==> src/rtl/padd_pkg.sv <==
// Shared types and arithmetic helper for the padd_pipe pre-adder.
// sat_add works at a fixed wide precision; callers keep the low WIDTH bits.
package padd_pkg;

    localparam logic [1:0] MODE_ADD    = 2'b00;
    localparam logic [1:0] MODE_SUB    = 2'b01;
    localparam logic [1:0] MODE_PASS_A = 2'b10;
    localparam logic [1:0] MODE_PASS_B = 2'b11;

    localparam int CALC_W = 64;

    typedef enum logic [1:0] {
        PADD_ADD    = MODE_ADD,
        PADD_SUB    = MODE_SUB,
        PADD_PASS_A = MODE_PASS_A,
        PADD_PASS_B = MODE_PASS_B
    } padd_mode_e;

    typedef struct packed {
        logic                     ovf;
        logic signed [CALC_W-1:0] res;
    } sat_res_t;

    // Operands arrive sign-extended from w bits, so the exact result always
    // fits in w+1 bits; a range test is the same as the top-two-sign-bit test.
    function automatic sat_res_t sat_add(
        input logic signed [CALC_W-1:0] a,
        input logic signed [CALC_W-1:0] b,
        input padd_mode_e               mode,
        input int unsigned              w,
        input logic                     sat_en
    );
        logic signed [CALC_W-1:0] sum;
        logic signed [CALC_W-1:0] hi;
        logic signed [CALC_W-1:0] lo;
        sat_res_t                 r;
        hi = (CALC_W'(64'sd1) <<< (w - 1)) - 64'sd1;
        lo = -hi - 64'sd1;
        case (mode)
            PADD_ADD:    sum = a + b;
            PADD_SUB:    sum = a - b;
            PADD_PASS_A: sum = a;
            default:     sum = b;
        endcase
        r.ovf = ((mode == PADD_ADD) || (mode == PADD_SUB)) && ((sum > hi) || (sum < lo));
        r.res = sum;
        if (r.ovf && sat_en) begin
            r.res = (sum < 0) ? lo : hi;
        end
        return r;
    endfunction

endpackage

==> src/rtl/padd_lane.sv <==
// One pre-adder lane: shift-out registers, optional operand stage, arithmetic
// and one or two output registers. Valid and mode pipelines live in the top.
module padd_lane
    import padd_pkg::*;
#(
    parameter int WIDTH  = 18,
    parameter int STAGES = 2,
    parameter int SAT_EN = 0
) (
    input  logic                    clk,
    input  logic                    reset_n,
    input  logic                    ce,
    input  logic                    clr,
    input  logic                    a_sel,
    input  logic signed [WIDTH-1:0] a,
    input  logic signed [WIDTH-1:0] si,
    input  logic signed [WIDTH-1:0] b,
    input  logic signed [WIDTH-1:0] sbi,
    input  padd_mode_e              mode,
    output logic signed [WIDTH-1:0] so,
    output logic signed [WIDTH-1:0] sbo,
    output logic signed [WIDTH-1:0] dout,
    output logic                    ovf
);

    logic signed [WIDTH-1:0] a_mux;
    logic signed [WIDTH-1:0] so_p0;
    logic signed [WIDTH-1:0] sbo_p0;
    logic signed [WIDTH-1:0] op_a;
    logic signed [WIDTH-1:0] op_b;
    sat_res_t                calc;
    logic signed [WIDTH-1:0] res_c;
    logic signed [WIDTH-1:0] res_p1;
    logic                    ovf_p1;
    logic                    unused_calc_hi;

    assign a_mux = a_sel ? si : a;

    // stage p0: shift-out registers (always one cycle, whatever STAGES is)
    always_ff @(posedge clk or negedge reset_n) begin
        if (!reset_n) begin
            so_p0  <= '0;
            sbo_p0 <= '0;
        end else if (ce) begin
            if (clr) begin
                so_p0  <= '0;
                sbo_p0 <= '0;
            end else begin
                so_p0  <= a_mux;
                sbo_p0 <= a_sel ? sbi : b;
            end
        end
    end

    assign so  = so_p0;
    assign sbo = sbo_p0;

    // The selected-A shift-out register doubles as the A operand stage.
    generate
        if (STAGES == 1) begin : g_comb_in
            assign op_a = a_mux;
            assign op_b = b;
        end else begin : g_reg_in
            logic signed [WIDTH-1:0] b_p0;
            always_ff @(posedge clk or negedge reset_n) begin
                if (!reset_n) begin
                    b_p0 <= '0;
                end else if (ce) begin
                    b_p0 <= clr ? '0 : b;
                end
            end
            assign op_a = so_p0;
            assign op_b = b_p0;
        end
    endgenerate

    always_comb begin
        calc = sat_add(CALC_W'(op_a), CALC_W'(op_b), mode, WIDTH, SAT_EN != 0);
    end

    assign res_c          = calc.res[WIDTH-1:0];
    assign unused_calc_hi = ^calc.res[CALC_W-1:WIDTH];

    // stage p1: result register
    always_ff @(posedge clk or negedge reset_n) begin
        if (!reset_n) begin
            res_p1 <= '0;
            ovf_p1 <= 1'b0;
        end else if (ce) begin
            res_p1 <= clr ? '0 : res_c;
            ovf_p1 <= clr ? 1'b0 : calc.ovf;
        end
    end

    generate
        if (STAGES == 3) begin : g_out2
            logic signed [WIDTH-1:0] res_p2;
            logic                    ovf_p2;
            // stage p2: extra output register
            always_ff @(posedge clk or negedge reset_n) begin
                if (!reset_n) begin
                    res_p2 <= '0;
                    ovf_p2 <= 1'b0;
                end else if (ce) begin
                    res_p2 <= clr ? '0 : res_p1;
                    ovf_p2 <= clr ? 1'b0 : ovf_p1;
                end
            end
            assign dout = res_p2;
            assign ovf  = ovf_p2;
        end else begin : g_out1
            assign dout = res_p1;
            assign ovf  = ovf_p1;
        end
    endgenerate

endmodule

==> src/rtl/padd_pipe.sv <==
// Multi-lane pipelined pre-adder with shift chains and optional saturation.
// Valid and mode pipelines are shared; per-lane data lives in padd_lane.
module padd_pipe
    import padd_pkg::*;
#(
    parameter int WIDTH  = 18,
    parameter int LANES  = 2,
    parameter int STAGES = 2,
    parameter int SAT_EN = 0
) (
    input  logic                   clk,
    input  logic                   reset_n,
    input  logic                   ce,
    input  logic                   clr,
    input  logic                   in_valid,
    input  logic [1:0]             mode,
    input  logic                   a_sel,
    input  logic [LANES*WIDTH-1:0] a,
    input  logic [LANES*WIDTH-1:0] b,
    input  logic [LANES*WIDTH-1:0] si,
    input  logic [LANES*WIDTH-1:0] sbi,
    output logic [LANES*WIDTH-1:0] dout,
    output logic                   out_valid,
    output logic [LANES-1:0]       ovf,
    output logic [LANES*WIDTH-1:0] so,
    output logic [LANES*WIDTH-1:0] sbo
);

    logic [STAGES-1:0] vld_p;
    padd_mode_e        mode_x;

    // valid pipeline, one bit per stage; clr wins over in_valid
    always_ff @(posedge clk or negedge reset_n) begin
        if (!reset_n) begin
            vld_p <= '0;
        end else if (ce) begin
            vld_p[0] <= in_valid & ~clr;
            for (int i = 1; i < STAGES; i++) begin
                vld_p[i] <= vld_p[i-1] & ~clr;
            end
        end
    end

    assign out_valid = vld_p[STAGES-1];

    generate
        if (STAGES == 1) begin : g_mode_comb
            assign mode_x = padd_mode_e'(mode);
        end else begin : g_mode_reg
            padd_mode_e mode_p0;
            always_ff @(posedge clk or negedge reset_n) begin
                if (!reset_n) begin
                    mode_p0 <= PADD_ADD;
                end else if (ce) begin
                    mode_p0 <= clr ? PADD_ADD : padd_mode_e'(mode);
                end
            end
            assign mode_x = mode_p0;
        end
    endgenerate

    generate
        for (genvar g = 0; g < LANES; g++) begin : g_lane
            padd_lane #(
                .WIDTH  (WIDTH),
                .STAGES (STAGES),
                .SAT_EN (SAT_EN)
            ) u_lane (
                .clk     (clk),
                .reset_n (reset_n),
                .ce      (ce),
                .clr     (clr),
                .a_sel   (a_sel),
                .a       (a[g*WIDTH +: WIDTH]),
                .si      (si[g*WIDTH +: WIDTH]),
                .b       (b[g*WIDTH +: WIDTH]),
                .sbi     (sbi[g*WIDTH +: WIDTH]),
                .mode    (mode_x),
                .so      (so[g*WIDTH +: WIDTH]),
                .sbo     (sbo[g*WIDTH +: WIDTH]),
                .dout    (dout[g*WIDTH +: WIDTH]),
                .ovf     (ovf[g])
            );
        end
    endgenerate

endmodule

==> config.mk <==
export PLATFORM = sky130hd
export DESIGN_NAME = padd_pipe
export DESIGN_NICKNAME = d
export VERILOG_FILES = /design/src/rtl/padd_pkg.sv /design/src/rtl/padd_lane.sv /design/src/rtl/padd_pipe.sv
export SDC_FILE = /design/constraint.sdc
export NUM_CORES = 1
export LEC_CHECK = 0
export CAP_MARGIN = 30
export CORE_AREA = 4 4 158 160
export DETAILED_ROUTE_END_ITERATION = 6
export DIE_AREA = 0 0 162 164
export PLACE_DENSITY = 0.8
export SKIP_LAST_GASP = 1
export SYNTH_ARGS = -nofsm -noshare
export SYNTH_HDL_FRONTEND = slang
export SYNTH_SLANG_ARGS = --single-unit
==> constraint.sdc <==
create_clock -name clk -period 9.65 [get_ports clk]
set_clock_uncertainty 0.2 [all_clocks]
set_input_delay 1.93 -clock clk [delete_from_list [all_inputs] [get_ports clk]]
set_output_delay 1.93 -clock clk [all_outputs]
set_load 0.1 [all_outputs]
==> metrics.yaml <==
status:
  status: "complete, no violations"
placed_design:
  dp_cells: 1477
  detailed_place_hpwl_um: 21500
  portBuffers: 262
  gp_congestion: 0.872
sta:
  rsz0062_at_grt: "false"
  max_slew.worst_pin.slew_ns: 1.03
  maxClockFrequency_mhz: 213
  relSlewSlack_pct: 31.2
  fin_crit_sh_pct: 48.6
  setup_viol: 0
  final-max-slew-violation-count: 0
  fin_crit_ns: 4.69
  finalHoldViolCount: 0
  fin_setup_tns_ns: 0
drt:
  routed_via_density: 5.52
  post_drt_wl_per_cell_um: 19.4
  drt_first_pass_iters: 5
  drc_errors: 0
  ant_nets: 0
  drt-initial-drc-count: 572
  totalWireLength_um: 29300
  num_vias: 8326
clock_network:
  cts_tree: "yes"
  clock_sinks: 150
  cts_resized: 0
  cts-root-buf: "clkbuf_16"
  postCtsHoldBufs: 0
  h-tree-depth: 4
  insertion_delay_ns: 0.43
  cts_buffers: 17
  cts.path.max_buffers: 2
  clk_pin_slew_ns: 0.06
  post_cts_buffers: 0
cells_and_area:
  nets: 1369
  post-route-util_pct: 54.8
  drive_gt1_share_pct: 4.62
  final_cells: 1509
  antennaDiodeCount: 0
  area_delta_synth_final_pct: 38.3
  n_fill_cell: 2105
synth:
  synth.top_cells.by_area: "dfrtp_1, mux2i_1, o2bb2ai_1"
  synth_ff_type: "dfrtp_1"
  yosysSeqAreaShare_pct: 40.4
  synth-edff-count: 0
  ys_ff_latch: 150
  yosysTopAreaCell: "dfrtp_1"
  syn_nets: 1138
  yosysWarnings: 0
  netlist.area_leader.share_pct: 40.4
  synth_area_per_cell_sq_um: 9.81
  yosysUniqueCellTypes: 59
  syn-instance-count: 946
  syn_area_sq_mm: 0.00928
  async_flop_share_pct: 100
global_routing:
  grt_pass1_vias: 8408
  antenna_found_initial: 0
  overflow: 0
  grt_pass1_wl_um: 46100
  grt_max_degree: 96
  track_usage_pct: 21.8
critical_path:
  cp_slowest_stage_delay_ns: 0.55
  cp_max_fo: 52
  cpMaxStageDelayCell: "buf_4"
  critPathCaptureType: "register"
  crit_chain: "buf_4, inv_1, nor2_1, buf_4, a31oi_1, xnor2_1, ha_1, a2111oi_2, nand2b_1, a221o_1, a221oi_2, o211a_1, xnor3_1, xnor2_1, o2bb2ai_1"
  critical_path_arrival_ns: 4.79
  path_class: "register to register"
  critPathLaunchType: "register"
  crit_required_ns: 9.75
power_and_ir_drop:
  p_comb_share_pct: 44.7
  peakVddDrop_v: 0.000119
  p_sw_share_pct: 43.0
  power.density_mw_per_mm2: 210
  power.internal_mw: 1.54
  seq_power_share_pct: 28.6
  power_switching_mw: 1.16
  pwr-share-clk_pct: 26.7
  p_leak_nw: 5.43
floorplan:
  die_w_um: 162
  fp.dieH_um: 164
  initial_utilization_pct: 39.7
  fp-row-count: 56
  io_pins: 263
  die_area_sq_mm: 0.0266
  core_area_sq_mm: 0.0234
flow_run:
  maxCapViolations: 0
min_path:
  hold_class: "register to register"
==> path summary, 6_finish.rpt <==
path | slack, ns | cells past startpoint | startpoint | endpoint
max in group asynchronous | 6.46 | 2 | reset_n | g_mode_reg.mode_p0[0]
worst max-delay path | 4.96 | 15 | g_mode_reg.mode_p0[0] | g_lane[0].u_lane.ovf
worst max register to register | 4.96 | 15 | g_mode_reg.mode_p0[0] | g_lane[0].u_lane.ovf
min in group asynchronous | 1.33 | 1 | reset_n | g_lane[1].u_lane.sbo[9]
worst min-delay path | 0.28 | 1 | g_lane[1].u_lane.sbo[12] | g_lane[1].u_lane.sbo[12]
worst min register to register | 0.28 | 1 | g_lane[1].u_lane.sbo[12] | g_lane[1].u_lane.sbo[12]
==> metrics by stage <==
stage               area [sq um]  hold slack (ns)  power (mW)  setup WS (ns)
CTS                        12800            0.289        2.71           5.00
detailed placement         12200            0.272        1.98           5.02
floorplan                   9280            0.256        1.65           5.93
finish                     12800            0.284        2.69           4.96
global placement           12100            0.267        1.96           5.16
global route               12800            0.300        2.81           4.66
==> cells in the final DEF (no fill, tap or decap), drive strengths merged, types with 21 or more instances in the layout <==
cell	instances
a21oi	34
clkbuf	21
clkdlybuf4s50	259
dfrtp	150
ha	38
inv	60
mux2i	93
nand2	57
nand3b	39
nor2	40
o21ai	79
o2bb2ai	83
xnor2	54
==> power groups by stage <==
stage          combinational, mW  clock [mW]  sequential (mW)
2_1_floorplan              0.453           0             1.19
3_3_place_gp                1.18           0            0.779
3_5_place_dp                1.20           0            0.779
4_1_cts                     1.21       0.731            0.771
5_1_grt                     1.27       0.756            0.781
6_report                    1.20       0.719            0.771
==> final cells by class <==
class	count	area, sq um	area share, %
Multi-Input combinational cell	676	5080	39.6
Sequential cell	150	3750	29.3
Timing Repair Buffer	272	2750	21.5
Clock buffer	21	450	3.51
Tap cell	319	399	3.11
Inverter	60	226	1.76
Clock inverter	11	173	1.35
==> synthesized netlist by cell type, drive strengths merged, types with 4 or more instances <==
| cell | instances |
|---|---|
| a32o | 4 |
| o21a | 7 |
| o2bb2ai | 83 |
| mux2i | 93 |
| nand2 | 57 |
| o31ai | 13 |
| dfrtp | 150 |
| buf | 11 |
| nor2b | 8 |
| xor2 | 11 |
| o21ai | 79 |
| clkbuf | 49 |
| nor3 | 6 |
| o221ai | 5 |
| nor2 | 40 |
| o211ai | 15 |
| nand4 | 5 |
| nand2b | 5 |
| a21o | 9 |
| a21oi | 34 |
| ha | 38 |
| xnor2 | 54 |
| inv | 59 |
| a31oi | 8 |
| and3 | 5 |
| o22ai | 16 |
| nor4 | 5 |
| nand3b | 39 |
| nand3 | 5 |
==> worst max-delay path: cells and delay by family, from the launching register on <==
family          cells  cell delay, ns
fa+ha+maj           1            0.36
simple gates        2            0.66
buf+inv             3            0.95
xor+xnor            3            0.53
compound gates      6            1.50
flops               1            0.35
==> metal layers <==
metal  vias to the layer above  GRT usage [%]  routed length [um]
li1                       3936              -                   -
met2                       300           34.9               13500
met4                         0           5.50                 371
met1                      4056           30.0               13300
met3                        34           5.04                2200
met5                         -              0                   0
==> registers in the layout, indices dropped and copies added, names as in the netlist <==
register                     count
g_lane.u_lane.ovf                2
g_mode_reg.mode_p0               2
vld_p                            2
g_lane.u_lane.dout              36
g_lane.u_lane.so                36
g_lane.u_lane.sbo               36
g_lane.u_lane.g_reg_in.b_p0     36
==> kinds of logic after synthesis <==
group	synth area share, %
simple gates	10.2
compound gates	22.4
buf+inv	4.93
flops	40.4
xor+xnor	6.38
mux	10.1
fa+ha+maj	5.55
No activity file was read; power rests on OpenSTA's default activity.
